--- src/rtl/alu_issue_stage_if.sv ---
// Issue-stage bus bundle: instruction handshake, register-file load port,
// ALU operand/result wires and the write-back result handshake.
interface alu_issue_stage_if #(
    parameter int W = 16
);
    logic         in_valid;
    logic         in_ready;
    logic [1:0]   in_op;
    logic [2:0]   in_dst;
    logic [2:0]   in_src1;
    logic [2:0]   in_src2;
    logic         ld_en;
    logic [2:0]   ld_addr;
    logic [W-1:0] ld_data;
    logic [W-1:0] alu_a;
    logic [W-1:0] alu_b;
    logic [1:0]   alu_s;
    logic [W-1:0] alu_out;
    logic         res_valid;
    logic         res_ready;
    logic [W-1:0] res_data;
    logic [2:0]   res_dst;

    modport master (
        output in_valid, in_op, in_dst, in_src1, in_src2,
        output ld_en, ld_addr, ld_data, alu_out, res_ready,
        input  in_ready, alu_a, alu_b, alu_s, res_valid, res_data, res_dst
    );

    modport slave (
        input  in_valid, in_op, in_dst, in_src1, in_src2,
        input  ld_en, ld_addr, ld_data, alu_out, res_ready,
        output in_ready, alu_a, alu_b, alu_s, res_valid, res_data, res_dst
    );
endinterface

--- src/rtl/alu_issue_stage.sv ---
// Operand-issue (EX) and write-back (WB) stage feeding a 16-bit ALU with an 8-entry RF.
// Define ALU_ISSUE_BYPASS_EN to forward alu_out into the operand mux; otherwise RAW hazards stall.
module alu_issue_stage #(
    parameter int NREG = 8,
    parameter int W    = 16
) (
    input  logic             clk,
    input  logic             rst_n,
    alu_issue_stage_if.slave bus
);
    localparam int AW = 3;

    logic [W-1:0]         rf [NREG];
    logic                 ex_valid;
    logic [AW-1:0]        ex_dst;
    logic [W-1:0]         ex_a;
    logic [W-1:0]         ex_b;
    logic [1:0]           ex_s;
    logic                 wb_valid;
    logic [W-1:0]         wb_data;
    logic [AW-1:0]        wb_dst;

    logic                 wb_free;
    logic                 ex_adv;
    logic                 raw_stall;
    logic                 accept;
    logic [1:0][AW-1:0]   src;
    logic [1:0][W-1:0]    opnd;

    assign wb_free = !wb_valid || bus.res_ready;
    assign ex_adv  = ex_valid && wb_free;

`ifdef ALU_ISSUE_BYPASS_EN
    assign raw_stall = 1'b0;
`else
    // Without forwarding, a consumer waits until its producer has written the RF.
    assign raw_stall = ex_valid && (ex_dst == bus.in_src1 || ex_dst == bus.in_src2);
`endif

    assign bus.in_ready = rst_n && (!ex_valid || ex_adv) && !raw_stall;
    assign accept       = bus.in_valid && bus.in_ready;

    assign src[0] = bus.in_src1;
    assign src[1] = bus.in_src2;

    // Later assignments take priority: RF < ld_data < in-flight ALU result.
    always_comb begin
        for (int k = 0; k < 2; k++) begin
            opnd[k] = rf[src[k]];
            if (bus.ld_en && bus.ld_addr == src[k])
                opnd[k] = bus.ld_data;
`ifdef ALU_ISSUE_BYPASS_EN
            if (ex_adv && ex_dst == src[k])
                opnd[k] = bus.alu_out;
`endif
        end
    end

    // Pipeline write is last so it beats a colliding ld_en write.
    always_ff @(posedge clk) begin
        if (!rst_n) begin
            rf <= '{default: '0};
        end else begin
            if (bus.ld_en)
                rf[bus.ld_addr] <= bus.ld_data;
            if (ex_adv)
                rf[ex_dst] <= bus.alu_out;
        end
    end

    always_ff @(posedge clk) begin
        if (!rst_n) begin
            ex_valid <= 1'b0;
            ex_dst   <= '0;
            ex_a     <= '0;
            ex_b     <= '0;
            ex_s     <= '0;
            wb_valid <= 1'b0;
            wb_data  <= '0;
            wb_dst   <= '0;
        end else begin
            // Operands hold (not zeroed) when EX drains, keeping ALU inputs quiet.
            if (accept) begin
                ex_valid <= 1'b1;
                ex_dst   <= bus.in_dst;
                ex_a     <= opnd[0];
                ex_b     <= opnd[1];
                ex_s     <= bus.in_op;
            end else if (ex_adv) begin
                ex_valid <= 1'b0;
            end

            if (ex_adv) begin
                wb_valid <= 1'b1;
                wb_data  <= bus.alu_out;
                wb_dst   <= ex_dst;
            end else if (bus.res_ready) begin
                wb_valid <= 1'b0;
            end
        end
    end

    assign bus.alu_a     = ex_a;
    assign bus.alu_b     = ex_b;
    assign bus.alu_s     = ex_s;
    assign bus.res_valid = wb_valid;
    assign bus.res_data  = wb_data;
    assign bus.res_dst   = wb_dst;
endmodule

--- src/flat_wrapper.sv ---
// flat-port wrapper written by rule: the top's interface ports become plain ports
module alu_issue_stage_flat 
#(
    parameter int NREG = 8,
    parameter int W    = 16
)
  (clk, rst_n, bus_in_valid, bus_in_op, bus_in_dst, bus_in_src1, bus_in_src2, bus_ld_en, bus_ld_addr, bus_ld_data, bus_alu_out, bus_res_ready, bus_in_ready, bus_alu_a, bus_alu_b, bus_alu_s, bus_res_valid, bus_res_data, bus_res_dst);
  alu_issue_stage_if #(.W(W)) bus_i ();
  input  logic clk;
  input  logic rst_n;
  input wire logic [$bits(bus_i.in_valid)-1:0] bus_in_valid;
  input wire logic [$bits(bus_i.in_op)-1:0] bus_in_op;
  input wire logic [$bits(bus_i.in_dst)-1:0] bus_in_dst;
  input wire logic [$bits(bus_i.in_src1)-1:0] bus_in_src1;
  input wire logic [$bits(bus_i.in_src2)-1:0] bus_in_src2;
  input wire logic [$bits(bus_i.ld_en)-1:0] bus_ld_en;
  input wire logic [$bits(bus_i.ld_addr)-1:0] bus_ld_addr;
  input wire logic [$bits(bus_i.ld_data)-1:0] bus_ld_data;
  input wire logic [$bits(bus_i.alu_out)-1:0] bus_alu_out;
  input wire logic [$bits(bus_i.res_ready)-1:0] bus_res_ready;
  output wire logic [$bits(bus_i.in_ready)-1:0] bus_in_ready;
  output wire logic [$bits(bus_i.alu_a)-1:0] bus_alu_a;
  output wire logic [$bits(bus_i.alu_b)-1:0] bus_alu_b;
  output wire logic [$bits(bus_i.alu_s)-1:0] bus_alu_s;
  output wire logic [$bits(bus_i.res_valid)-1:0] bus_res_valid;
  output wire logic [$bits(bus_i.res_data)-1:0] bus_res_data;
  output wire logic [$bits(bus_i.res_dst)-1:0] bus_res_dst;
  assign bus_i.in_valid = bus_in_valid;
  assign bus_i.in_op = bus_in_op;
  assign bus_i.in_dst = bus_in_dst;
  assign bus_i.in_src1 = bus_in_src1;
  assign bus_i.in_src2 = bus_in_src2;
  assign bus_i.ld_en = bus_ld_en;
  assign bus_i.ld_addr = bus_ld_addr;
  assign bus_i.ld_data = bus_ld_data;
  assign bus_i.alu_out = bus_alu_out;
  assign bus_i.res_ready = bus_res_ready;
  assign bus_in_ready = bus_i.in_ready;
  assign bus_alu_a = bus_i.alu_a;
  assign bus_alu_b = bus_i.alu_b;
  assign bus_alu_s = bus_i.alu_s;
  assign bus_res_valid = bus_i.res_valid;
  assign bus_res_data = bus_i.res_data;
  assign bus_res_dst = bus_i.res_dst;
  alu_issue_stage #(.NREG(NREG), .W(W)) u_core (.clk(clk), .rst_n(rst_n), .bus(bus_i));
endmodule
--- config.mk ---
export PLATFORM = sky130hd
export DESIGN_NAME = alu_issue_stage_flat
export DESIGN_NICKNAME = d
export VERILOG_FILES = /design/src/rtl/alu_issue_stage_if.sv /design/src/rtl/alu_issue_stage.sv /design/src/flat_wrapper.sv
export SDC_FILE = /design/constraint.sdc
export NUM_CORES = 1
export LEC_CHECK = 0
export CORE_MARGIN = 1
export CORE_UTILIZATION = 46
export CTS_BUF_LIST = sky130_fd_sc_hd__clkbuf_16
export DETAILED_ROUTE_END_ITERATION = 7
export PLACE_DENSITY = 0.67
export SYNTH_ARGS = -nofsm -noshare
export SYNTH_HDL_FRONTEND = slang
export SYNTH_SLANG_ARGS = --single-unit
--- constraint.sdc ---
create_clock -name clk -period 5.02 [get_ports clk]
set_clock_uncertainty 0.1 [all_clocks]
set_input_delay 1.004 -clock clk [delete_from_list [all_inputs] [get_ports clk]]
set_output_delay 1.004 -clock clk [all_outputs]
set_load 0.01 [all_outputs]
==> results.sh <==
export IMPL_crit_top_cell="clkdlybuf4s50_1"
export IMPL_layout_setup_ws_ns=0.994
export IMPL_drv_slew=0
export IMPL_antenna_left=0
export IMPL_cts_tree="done"
export IMPL_fin_util=0.532
export IMPL_clockBufferDepth=2
export IMPL_finalNetCount=1213
export IMPL_routed_wl_um=34400
export IMPL_min_path_type="reg -> reg"
export IMPL_synth_area_per_cell_sq_um=9.31
export IMPL_start_util=0.472
export IMPL_cts_setup_buffers=0
export IMPL_vias_per_cell=6.27
export IMPL_drive_gt1_frac=0.0852
export IMPL_critPathLaunchType="input pin"
export IMPL_hold_violations=0
export IMPL_fp_coreArea_sq_um=22800
export IMPL_cp_slowest_cell="clkdlybuf4s50_1"
export IMPL_diodes=0
export IMPL_relSlewSlack=0.187
export IMPL_syn_num_nets=1207
export IMPL_dr_first_iter_drc_count=804
export IMPL_hold_path_startpoint="u_core.bus.res_data[13]"
export IMPL_synthAdderAreaFrac=0
export IMPL_outcome="completed"
export IMPL_yosysSeqAreaShare=0.346
export IMPL_clock_latency_ns=0.44
export IMPL_hold_slack_ns=0.354
export IMPL_grt_pass1_wl_um=52600
export IMPL_synth_seq_cells=186
export IMPL_ios=106
export IMPL_numPortBuffers=105
export IMPL_r2r_setup_slack_ns=2.41
export IMPL_root_buffer="clkbuf_16"
export IMPL_synth_compound_area_frac=0.180
export IMPL_cp_data_required_time_ns=3.92
export IMPL_tightest_slew_ns=1.22
export IMPL_crit_chain="clkdlybuf4s50_1 > buf_4 > xnor2_1 > and4_1 > nor3_1 > clkdlybuf4s50_1"
export IMPL_cts_buffers=17
export IMPL_rr_worst_depth=4
export IMPL_p_per_area_nw_per_um2=289
export IMPL_num_vias=9322
export IMPL_syn_cell_area_sq_um=10800
export IMPL_hold_depth=2
export IMPL_syn_to_final_growth_pct=12.7
export IMPL_cts_sinks=186
export IMPL_htree_levels=4
export IMPL_antenna_found_initial=0
export IMPL_drc=0
export IMPL_ys_async_sr_fraction=0
export IMPL_die_width_um=155
export IMPL_synth_top_family_by_area="multiplexers"
export IMPL_chipHeight_um=155
export IMPL_crit_path_max_fanout=17
export IMPL_vdd_drop_max_mv=0.224
export IMPL_dpl_worst_slack_ns=1.00
export IMPL_yosys_warnings=0
export IMPL_reg2reg_to="u_core.rf[11]"
export IMPL_finalCriticalPeriod_ns=4.03
export IMPL_crit_start="bus_in_src1[2]"
export IMPL_max_freq_mhz=248
export IMPL_critical_path_top_delay_family="buffers and inverters"
export IMPL_leakage_nw=4.60
export IMPL_synth_mux_area_frac=0.246
export IMPL_synth_edf_count=0
export IMPL_dp_hpwl_um=21300
export IMPL_wl_per_cell_um=23.1
export IMPL_post_route_period_util=0.802
export IMPL_grt_max_degree=88
export IMPL_overflow=0
export IMPL_path_class="in -> out"
export IMPL_worstSetupEndpointType="output port"
export IMPL_grt_pass1_vias=8818
export IMPL_place_congestion=0.837
export IMPL_cts_resized=0
export IMPL_syn_inst=1156
export IMPL_ctsHoldBuffers=0
export IMPL_cp_num_buf_inv=3
export IMPL_gr_usage_all_layers=0.289
export IMPL_slowest_delay_ns=0.56
export IMPL_r2r_start="u_core.ex_valid"
export IMPL_drt_pass1_iterations=5
export IMPL_clkTransAtPathRegs_ns=0.07
export IMPL_crit_arrival_ns=2.92
export IMPL_fillers=2065
export IMPL_hold_end="u_core.bus.res_data[13]"
export IMPL_setup_tns_ns=0
export IMPL_yosys_most_used_dff="dfxtp_1"
export IMPL_synthSimpleGateAreaFrac=0.137
export IMPL_design_die_area_sq_um=24000
export IMPL_synth_xor_area_share=0.00977
export IMPL_rsz0062_at_grt="false"
export IMPL_rows=55
export IMPL_drv_cap=0
export IMPL_setup_viol=0
export IMPL_synth_cell_types=42
synth_stat cells (14+ instances only):
cell type  number  area [sq um]
a211oi_1      127           953
a21oi_1        26           130
a22oi_1        30           225
a31oi_1        17           106
buf_1          19          71.3
buf_2          24           120
buf_4          17           128
clkbuf_1       65           244
dfxtp_1       186          3720
mux2i_1       218          2180
mux4_2         14           315
nand2_1        78           293
nand3_1        16          80.1
nor2_1        146           548
nor2b_1        21           131
nor3_1         16          80.1
o22ai_1        15          93.8
tightest hold or removal path: cells and delay by family, from the launching register on:
family           cells  cell delay (ns)
AO/OA/AOI/OAI        1             0.05
AND/OR/NAND/NOR      1             0.05
flip-flops           1             0.31
cell families after synthesis:
| logic type | count (synthesis) |
|---|---|
| AO/OA/AOI/OAI | 253 |
| XOR/XNOR | 12 |
| multiplexers | 239 |
| flip-flops | 186 |
| buffers and inverters | 149 |
| AND/OR/NAND/NOR | 317 |
metrics by stage:
step / instance area (sq um) / total power [mW] / instances
after floorplan: 10800 / 2.01 / 1156
after global placement: 11600 / 2.19 / 1456
after detailed placement: 11600 / 2.20 / 1456
after CTS: 12100 / 3.51 / 1487
after global routing: 12100 / 3.63 / 1487
final: 12100 / 3.51 / 1487
power by group:
part	switching [mW]	internal [mW]
logic	0.327	0.249
clock network	0.600	0.725
registers	0.0584	1.55
layout make-up:
cell class                 instances  area, sq um  area share
clock buffer                      17          425      0.0351
timing repair buffer             134         1270       0.105
sequential                       186         3720       0.307
inverter                           2         10.0    0.000826
tap                              313          392      0.0323
multi-input combinational        821         6170       0.509
clock inverter                    14          133      0.0109
per-layer routing:
metal | vias up | track usage | share of wire
met4 | 0 | 0.116 | 0.032
met5 | - | 0 | 0
met2 | 416 | 0.466 | 0.46
met1 | 4566 | 0.381 | 0.43
met3 | 73 | 0.0565 | 0.073
li1 | 4267 | - | -
worst max-delay path by stage:
stage	end	cells after the start
3_3_place_gp	bus_in_ready	6
5_1_grt	bus_in_ready	6
6_report	bus_in_ready	6
4_1_cts	bus_in_ready	6
3_5_place_dp	bus_in_ready	6
2_1_floorplan	bus_in_ready	5
sequential cells by signal, indices dropped and copies added, names as in the netlist:
name / count
u_core.bus.res_dst: 3
u_core.bus.alu_a: 16
u_core.rf: 128
u_core.bus.res_data: 16
u_core.ex_dst: 3
u_core.ex_valid: 1
u_core.bus.res_valid: 1
u_core.bus.alu_b: 16
u_core.bus.alu_s: 2
layout by cell type (no fill, tap or decap), types with 7 or more instances in the layout:
| master | instances |
|---|---|
| clkdlybuf4s50_1 | 102 |
| nand3_1 | 16 |
| buf_4 | 29 |
| a31oi_1 | 17 |
| nand4_1 | 12 |
| a211oi_1 | 127 |
| a22oi_1 | 30 |
| clkbuf_16 | 17 |
| o22ai_1 | 15 |
| nor3_1 | 16 |
| nand2_1 | 78 |
| o32ai_2 | 8 |
| o32ai_1 | 7 |
| nand4b_1 | 7 |
| nor2_1 | 146 |
| mux4_2 | 14 |
| mux2i_1 | 218 |
| a311oi_1 | 11 |
| nor2b_1 | 21 |
| xnor2_1 | 12 |
| a21oi_1 | 26 |
| dfxtp_1 | 186 |
Power figures use the tool's default switching activity.
